$ cat src/rtl/reg_status_file_if.sv
// reg_status_file_if
//    Decoder/ROB-facing bus of the architectural register/status file.
//    master : the pipeline side (ROB commit port, decoder rename and query)
//    slave  : the register/status file itself
//    Signals
//       commit_rob_tag/commit_reg/commit_value : committed result, tag 0 = idle
//       rename_tag/rename_reg                  : destination rename, tag 0 = idle
//       flush                                  : mispredict, clears every rename tag
//       query_reg1/2 -> out_value1/2,out_tag1/2: combinational operand lookup
//       busy_count                             : registers holding a nonzero tag
interface reg_status_file_if #(
   parameter int DATA_W = 32,
   parameter int REG_W  = 5,
   parameter int ROB_W  = 5
);
   logic [ROB_W-1:0]  commit_rob_tag;
   logic [REG_W-1:0]  commit_reg;
   logic [DATA_W-1:0] commit_value;
   logic [ROB_W-1:0]  rename_tag;
   logic [REG_W-1:0]  rename_reg;
   logic              flush;
   logic [REG_W-1:0]  query_reg1;
   logic [REG_W-1:0]  query_reg2;
   logic [DATA_W-1:0] out_value1;
   logic [DATA_W-1:0] out_value2;
   logic [ROB_W-1:0]  out_tag1;
   logic [ROB_W-1:0]  out_tag2;
   logic [REG_W:0]    busy_count;

   modport master (
      output commit_rob_tag, commit_reg, commit_value,
      output rename_tag, rename_reg, flush,
      output query_reg1, query_reg2,
      input  out_value1, out_value2, out_tag1, out_tag2, busy_count
   );

   modport slave (
      input  commit_rob_tag, commit_reg, commit_value,
      input  rename_tag, rename_reg, flush,
      input  query_reg1, query_reg2,
      output out_value1, out_value2, out_tag1, out_tag2, busy_count
   );
endinterface

$ cat src/rtl/reg_status_file.sv
// reg_status_file
//    Committed architectural register values plus, per register, the ROB tag
//    of the youngest in-flight producer. x0 reads as (0, 0) and ignores writes.
//    Ports
//       clk  : clock, all state updates on posedge
//       rst  : asynchronous active-high reset, clears values, tags and busy_count
//       bus  : reg_status_file_if.slave (commit, rename, flush, two query ports,
//              busy_count)
module reg_status_file #(
   parameter int DATA_W = 32,
   parameter int REG_W  = 5,
   parameter int ROB_W  = 5
) (
   input logic              clk,
   input logic              rst,
   reg_status_file_if.slave bus
);
   localparam int NUM_REGS = 2 ** REG_W;
   localparam logic [REG_W:0] CNT_ONE = {{REG_W{1'b0}}, 1'b1};

   logic [DATA_W-1:0] value_q [NUM_REGS];
   logic [DATA_W-1:0] value_d [NUM_REGS];
   logic [ROB_W-1:0]  tag_q   [NUM_REGS];
   logic [ROB_W-1:0]  tag_d   [NUM_REGS];
   logic [REG_W:0]    busy_count_q;
   logic [REG_W:0]    busy_count_d;

   logic commit_act;
   logic commit_clr;
   logic rename_act;
   logic rename_was_free;

   logic [DATA_W-1:0] out_value1;
   logic [DATA_W-1:0] out_value2;
   logic [ROB_W-1:0]  out_tag1;
   logic [ROB_W-1:0]  out_tag2;

   always_comb begin
      commit_act      = (bus.commit_rob_tag != '0) && (bus.commit_reg != '0);
      // A commit only retires the tag if it is still the youngest producer.
      commit_clr      = commit_act && (tag_q[bus.commit_reg] == bus.commit_rob_tag);
      rename_act      = (bus.rename_tag != '0) && (bus.rename_reg != '0) && !bus.flush;
      rename_was_free = (tag_q[bus.rename_reg] == '0);
   end

   always_comb begin
      value_d = value_q;
      tag_d   = tag_q;
      if (commit_act) begin
         value_d[bus.commit_reg] = bus.commit_value;
      end
      if (commit_clr) begin
         tag_d[bus.commit_reg] = '0;
      end
      // Rename after clear: a same-register rename leaves the new tag pending.
      if (rename_act) begin
         tag_d[bus.rename_reg] = bus.rename_tag;
      end
      if (bus.flush) begin
         for (int i = 0; i < NUM_REGS; i++) begin
            tag_d[i] = '0;
         end
      end
      value_d[0] = '0;
      tag_d[0]   = '0;
   end

   always_comb begin
      busy_count_d = busy_count_q;
      if (bus.flush) begin
         busy_count_d = '0;
      end else if (!(rename_act && commit_clr && (bus.rename_reg == bus.commit_reg))) begin
         if (rename_act && rename_was_free) begin
            busy_count_d = busy_count_d + CNT_ONE;
         end
         if (commit_clr) begin
            busy_count_d = busy_count_d - CNT_ONE;
         end
      end
   end

   always_ff @(posedge clk or posedge rst) begin
      if (rst) begin
         for (int i = 0; i < NUM_REGS; i++) begin
            value_q[i] <= '0;
            tag_q[i]   <= '0;
         end
         busy_count_q <= '0;
      end else begin
         value_q      <= value_d;
         tag_q        <= tag_d;
         busy_count_q <= busy_count_d;
      end
   end

   // Queries see pre-edge state plus the same-cycle retiring commit; never
   // the same-cycle rename or flush.
   always_comb begin
      out_value1 = '0;
      out_tag1   = '0;
      if (bus.query_reg1 != '0) begin
         if (commit_clr && (bus.commit_reg == bus.query_reg1)) begin
            out_value1 = bus.commit_value;
         end else begin
            out_value1 = value_q[bus.query_reg1];
            out_tag1   = tag_q[bus.query_reg1];
         end
      end
   end

   always_comb begin
      out_value2 = '0;
      out_tag2   = '0;
      if (bus.query_reg2 != '0) begin
         if (commit_clr && (bus.commit_reg == bus.query_reg2)) begin
            out_value2 = bus.commit_value;
         end else begin
            out_value2 = value_q[bus.query_reg2];
            out_tag2   = tag_q[bus.query_reg2];
         end
      end
   end

   assign bus.out_value1 = out_value1;
   assign bus.out_value2 = out_value2;
   assign bus.out_tag1   = out_tag1;
   assign bus.out_tag2   = out_tag2;
   assign bus.busy_count = busy_count_q;
endmodule

$ cat src/flat_wrapper.sv
// flat-port wrapper written by rule: the top's interface ports become plain ports
module reg_status_file_flat 
#(
   parameter int DATA_W = 32,
   parameter int REG_W  = 5,
   parameter int ROB_W  = 5
)
  (clk, rst, bus_commit_rob_tag, bus_commit_reg, bus_commit_value, bus_rename_tag, bus_rename_reg, bus_flush, bus_query_reg1, bus_query_reg2, bus_out_value1, bus_out_value2, bus_out_tag1, bus_out_tag2, bus_busy_count);
  reg_status_file_if #(.DATA_W(DATA_W), .REG_W(REG_W), .ROB_W(ROB_W)) bus_i ();
  input logic clk;
  input logic rst;
  input wire logic [$bits(bus_i.commit_rob_tag)-1:0] bus_commit_rob_tag;
  input wire logic [$bits(bus_i.commit_reg)-1:0] bus_commit_reg;
  input wire logic [$bits(bus_i.commit_value)-1:0] bus_commit_value;
  input wire logic [$bits(bus_i.rename_tag)-1:0] bus_rename_tag;
  input wire logic [$bits(bus_i.rename_reg)-1:0] bus_rename_reg;
  input wire logic [$bits(bus_i.flush)-1:0] bus_flush;
  input wire logic [$bits(bus_i.query_reg1)-1:0] bus_query_reg1;
  input wire logic [$bits(bus_i.query_reg2)-1:0] bus_query_reg2;
  output wire logic [$bits(bus_i.out_value1)-1:0] bus_out_value1;
  output wire logic [$bits(bus_i.out_value2)-1:0] bus_out_value2;
  output wire logic [$bits(bus_i.out_tag1)-1:0] bus_out_tag1;
  output wire logic [$bits(bus_i.out_tag2)-1:0] bus_out_tag2;
  output wire logic [$bits(bus_i.busy_count)-1:0] bus_busy_count;
  assign bus_i.commit_rob_tag = bus_commit_rob_tag;
  assign bus_i.commit_reg = bus_commit_reg;
  assign bus_i.commit_value = bus_commit_value;
  assign bus_i.rename_tag = bus_rename_tag;
  assign bus_i.rename_reg = bus_rename_reg;
  assign bus_i.flush = bus_flush;
  assign bus_i.query_reg1 = bus_query_reg1;
  assign bus_i.query_reg2 = bus_query_reg2;
  assign bus_out_value1 = bus_i.out_value1;
  assign bus_out_value2 = bus_i.out_value2;
  assign bus_out_tag1 = bus_i.out_tag1;
  assign bus_out_tag2 = bus_i.out_tag2;
  assign bus_busy_count = bus_i.busy_count;
  reg_status_file #(.DATA_W(DATA_W), .REG_W(REG_W), .ROB_W(ROB_W)) u_core (.clk(clk), .rst(rst), .bus(bus_i));
endmodule
$ cat config.mk
export PLATFORM = sky130hd
export DESIGN_NAME = reg_status_file_flat
export DESIGN_NICKNAME = d
export VERILOG_FILES = /design/src/rtl/reg_status_file_if.sv /design/src/rtl/reg_status_file.sv /design/src/flat_wrapper.sv
export SDC_FILE = /design/constraint.sdc
export NUM_CORES = 2
export LEC_CHECK = 0
export BUFFER_PORTS_ARGS = -buffer_cell sky130_fd_sc_hd__buf_2
export CAP_MARGIN = 10
export CORE_AREA = 2 2 328 493
export DETAILED_ROUTE_END_ITERATION = 8
export DIE_AREA = 0 0 330 495
export PLACE_DENSITY_LB_ADDON = 0.08
export REMOVE_ABC_BUFFERS = 1
export SLEW_MARGIN = 0
export SYNTH_ARGS = -nofsm -noshare
export SYNTH_HDL_FRONTEND = slang
export SYNTH_SLANG_ARGS = --single-unit
$ cat constraint.sdc
create_clock -name clk -period 50 [get_ports clk]
set_clock_uncertainty 0.05 [all_clocks]
set_input_delay 7.5 -clock clk [delete_from_list [all_inputs] [get_ports clk]]
set_output_delay 7.5 -clock clk [all_outputs]
set_load 0.01 [all_outputs]
==> flow_summary.json <==
{
  "outcome": "finished with violations",
  "violations": "design-rule violations",
  "rsz0062_at_grt": "false",
  "synth_edf_count": 0,
  "fin_util_pct": 44.8,
  "synth_area_mm2": 0.0649,
  "r2r-start": "u_core.tag_q[138]",
  "finalHoldViolCount": 0,
  "layout_commonest_cell": "dfrtp_1",
  "cts_setup_buffers": 0,
  "dr_wl_met3_um": 10700,
  "synth_top_family_by_area": "multiplexers",
  "swShare_pct": 27.7,
  "reg2reg_depth": 11,
  "holdBufCountCts": 0,
  "vias": 42500,
  "synth_cell_types": 61,
  "grt_start_max_net_pins": 148,
  "r2r_slack_ns": 45.17,
  "p_switching_uw": 789,
  "slew-limit-headroom_pct": 22.2,
  "ys_seq_area_share_pct": 44.4,
  "numClockSinks": 1153,
  "clkPwrFrac_pct": 32.9,
  "wl_met1_um": 90700,
  "critPathKind": "primary input to output port",
  "drv_cap": 0,
  "cts.repair.resized": 0,
  "ys_warn_count": 0,
  "grt_first_pass_wirelength_um": 331000,
  "min_delay_path_depth": 2,
  "synth_mux_area_share_pct": 43.6,
  "pwr-share-comb_pct": 22.9,
  "timing.rr.end": "u_core.bus.busy_count[5]",
  "syn-mean-instance-area_um2": 14.3,
  "drive_gt1_share_pct": 48.5,
  "worst-path-max-fanout": 71,
  "cts_buffer_depth": 3,
  "htreeDepth": 3,
  "clock_latency_ns": 0.78,
  "nFillCells": 14300,
  "dr.pass1.iters": 8,
  "async_flop_share_pct": 100,
  "chipHeight_um": 495,
  "fmax_mhz": 47.4,
  "p_leak_nw": 29.9,
  "placed_cell_area_mm2": 0.0674,
  "avgRoutedWirePerCell_um": 35.0,
  "fin_crit_ns": 21.12,
  "synth_compound_area_share_pct": 4.81,
  "synthSimpleGateAreaFrac_pct": 4.01,
  "worstHoldStart": "u_core.value_q[864]",
  "dieArea_mm2": 0.163,
  "antenna_found_initial": 10,
  "whs_ns": 0.454,
  "vias_per_cell": 6.47,
  "final_max_slew_viol_count": 0,
  "worst_slew_pin_slew_ns": 1.17,
  "synthCells": 4526,
  "min_to": "u_core.value_q[864]",
  "ys.flop_type": "dfrtp_1",
  "final_cell_mix": "dfrtp_1 (1,153), mux2_2 (1,040), mux4_2 (676)",
  "cts_buffers": 117,
  "highest_layer": "met5",
  "yosysTopAreaCell": "dfrtp_1",
  "clk_pin_slew_ns": 0.06,
  "grt_pass1_vias": 43800,
  "grt.total_usage_pct": 28.3,
  "setup_tns_ns": 0,
  "ant_nets": 0,
  "drt-initial-drc-count": 3212,
  "post-route-period-util_pct": 42.2,
  "seqPwrFrac_pct": 44.2,
  "critPathLaunchType": "primary input",
  "met2WireLength_um": 116000,
  "synth_xor_area_share_pct": 0.270,
  "die_w_um": 330,
  "critPathArrivalTime_ns": 13.57,
  "routed_wl_um": 230000,
  "ys_ff_latch": 1153,
  "cp.required_ns": 42.45,
  "numPortBuffers": 144,
  "drcViolationCount": 40,
  "clockRootBuffer": "clkbuf_16",
  "crit_path_end_kind": "output port",
  "p_per_area_mw_per_mm2": 39.9,
  "coreArea_mm2": 0.159,
  "hp-class": "flop to flop",
  "finalWeightedCongestion": 0.987,
  "dp_hpwl_um": 132000,
  "vdd.ir_drop.worst_mv": 0.0318,
  "synth.top_cells.by_area": "dfrtp_1 (44%), mux4_2 (23%), mux2_2 (18%)",
  "p_total_mw": 2.85,
  "final_nets": 4441,
  "setup_viol": 0,
  "design_area_mm2": 0.0714,
  "grt-ovfl-total": 0,
  "fp-row-count": 180,
  "synthDominantCellAreaShare_pct": 44.4,
  "p_int_mw": 2.06,
  "io_pins": 145,
  "yosys.area_share.adder_pct": 0.0193,
  "area_delta_synth_final_pct": 9.89,
  "start_util_pct": 40.7,
  "cts_tree": "done"
}
==> worst max-delay path, stage by stage <==
cell     delay (ns)
buf_4          0.24
buf_4          0.88
mux4_2         0.46
a22oi_1        0.67
nand2_1        0.14
nor3_2         0.19
xnor2_1        0.13
nor4_4         0.84
buf_4          0.49
nand2_2        0.19
or4_4          0.92
buf_4          0.43
nor2_1         0.15
a21oi_1        0.05
buf_2          0.17
==> power groups by stage <==
stage / Clock (mW) / Sequential (mW) / Combinational, mW
after floorplan: 0 / 1.23 / 0.475
after global placement: 0 / 1.26 / 0.650
after detailed placement: 0 / 1.27 / 0.660
after CTS: 0.959 / 1.26 / 0.661
after global routing: 0.993 / 1.29 / 0.697
final: 0.936 / 1.26 / 0.652
==> metal layers <==
layer | global-route usage [%] | vias to the layer above
met5 | 0 | -
met4 | 14.3 | 10
met3 | 3.94 | 561
met2 | 48.1 | 1440
met1 | 35.4 | 23200
li1 | - | 17300
==> final cells by class <==
cell class,count,area [um^2],share of cell area [%]
timing repair buffer,209,1340,1.88
clock buffer,172,3430,4.80
sequential,1153,28900,40.4
inverter,7,33.8,0.0473
multi-input combinational,2887,34500,48.4
tap,2093,2620,3.67
clock inverter,46,578,0.810
antenna,4,10.0,0.0140
==> per-stage QoR <==
stage          setup WS (ns)  instances
4_1_cts                29.08       6567
5_1_grt                28.73       6568
3_3_place_gp           29.20       6349
2_1_floorplan           9.98       4047
6_report               28.88       6571
3_5_place_dp           29.09       6349
==> logic make-up after synthesis <==
| logic type | count (synthesis) |
|---|---|
| adders and majority gates | 1 |
| and+or+nand+nor | 580 |
| AOI/OAI and AO/OA | 433 |
| xor gates and xnor gates | 20 |
| muxes | 1853 |
| DFF | 1153 |
| buffers and inverters | 486 |
==> worst max-delay path by stage <==
stage	start	end	slack, ns
after detailed placement	bus_commit_reg[1]	bus_out_value2[20]	29.09
final	bus_commit_reg[1]	bus_out_value2[12]	28.88
after global placement	bus_commit_reg[1]	bus_out_value2[22]	29.20
after floorplan	rst	u_core.bus.busy_count[0]	9.98
after CTS	bus_commit_reg[1]	bus_out_value2[5]	29.08
after global routing	bus_commit_reg[1]	bus_out_value2[8]	28.73
==> synth_stat cells (6+ instances only) <==
cell type and number:
nand2b_1 14, a2111oi_0 7, xnor2_1 12, nor4_1 11, inv_1 7, nor2_1 280, a21oi_1 79, nand3_1 14
a211oi_1 6, buf_1 147, and3_1 7, nand4_1 7, nand4b_1 6, or4_1 7, a22oi_1 159, a31oi_1 33
o211a_1 10, or3_1 6, xor2_1 8, mux2i_1 137, a22o_1 74, buf_2 25, clkbuf_1 304, dfrtp_1 1153
o22ai_1 33, mux2_2 1040, nor3_1 37, nand2_1 154, mux4_2 676
==> flip-flops by register name, summed over array words and instances, names as in the netlist <==
name	flops
u_core.tag_q	155
u_core.value_q	992
u_core.bus.busy_count	6
Note: power is estimated with default switching activity, not from simulation.
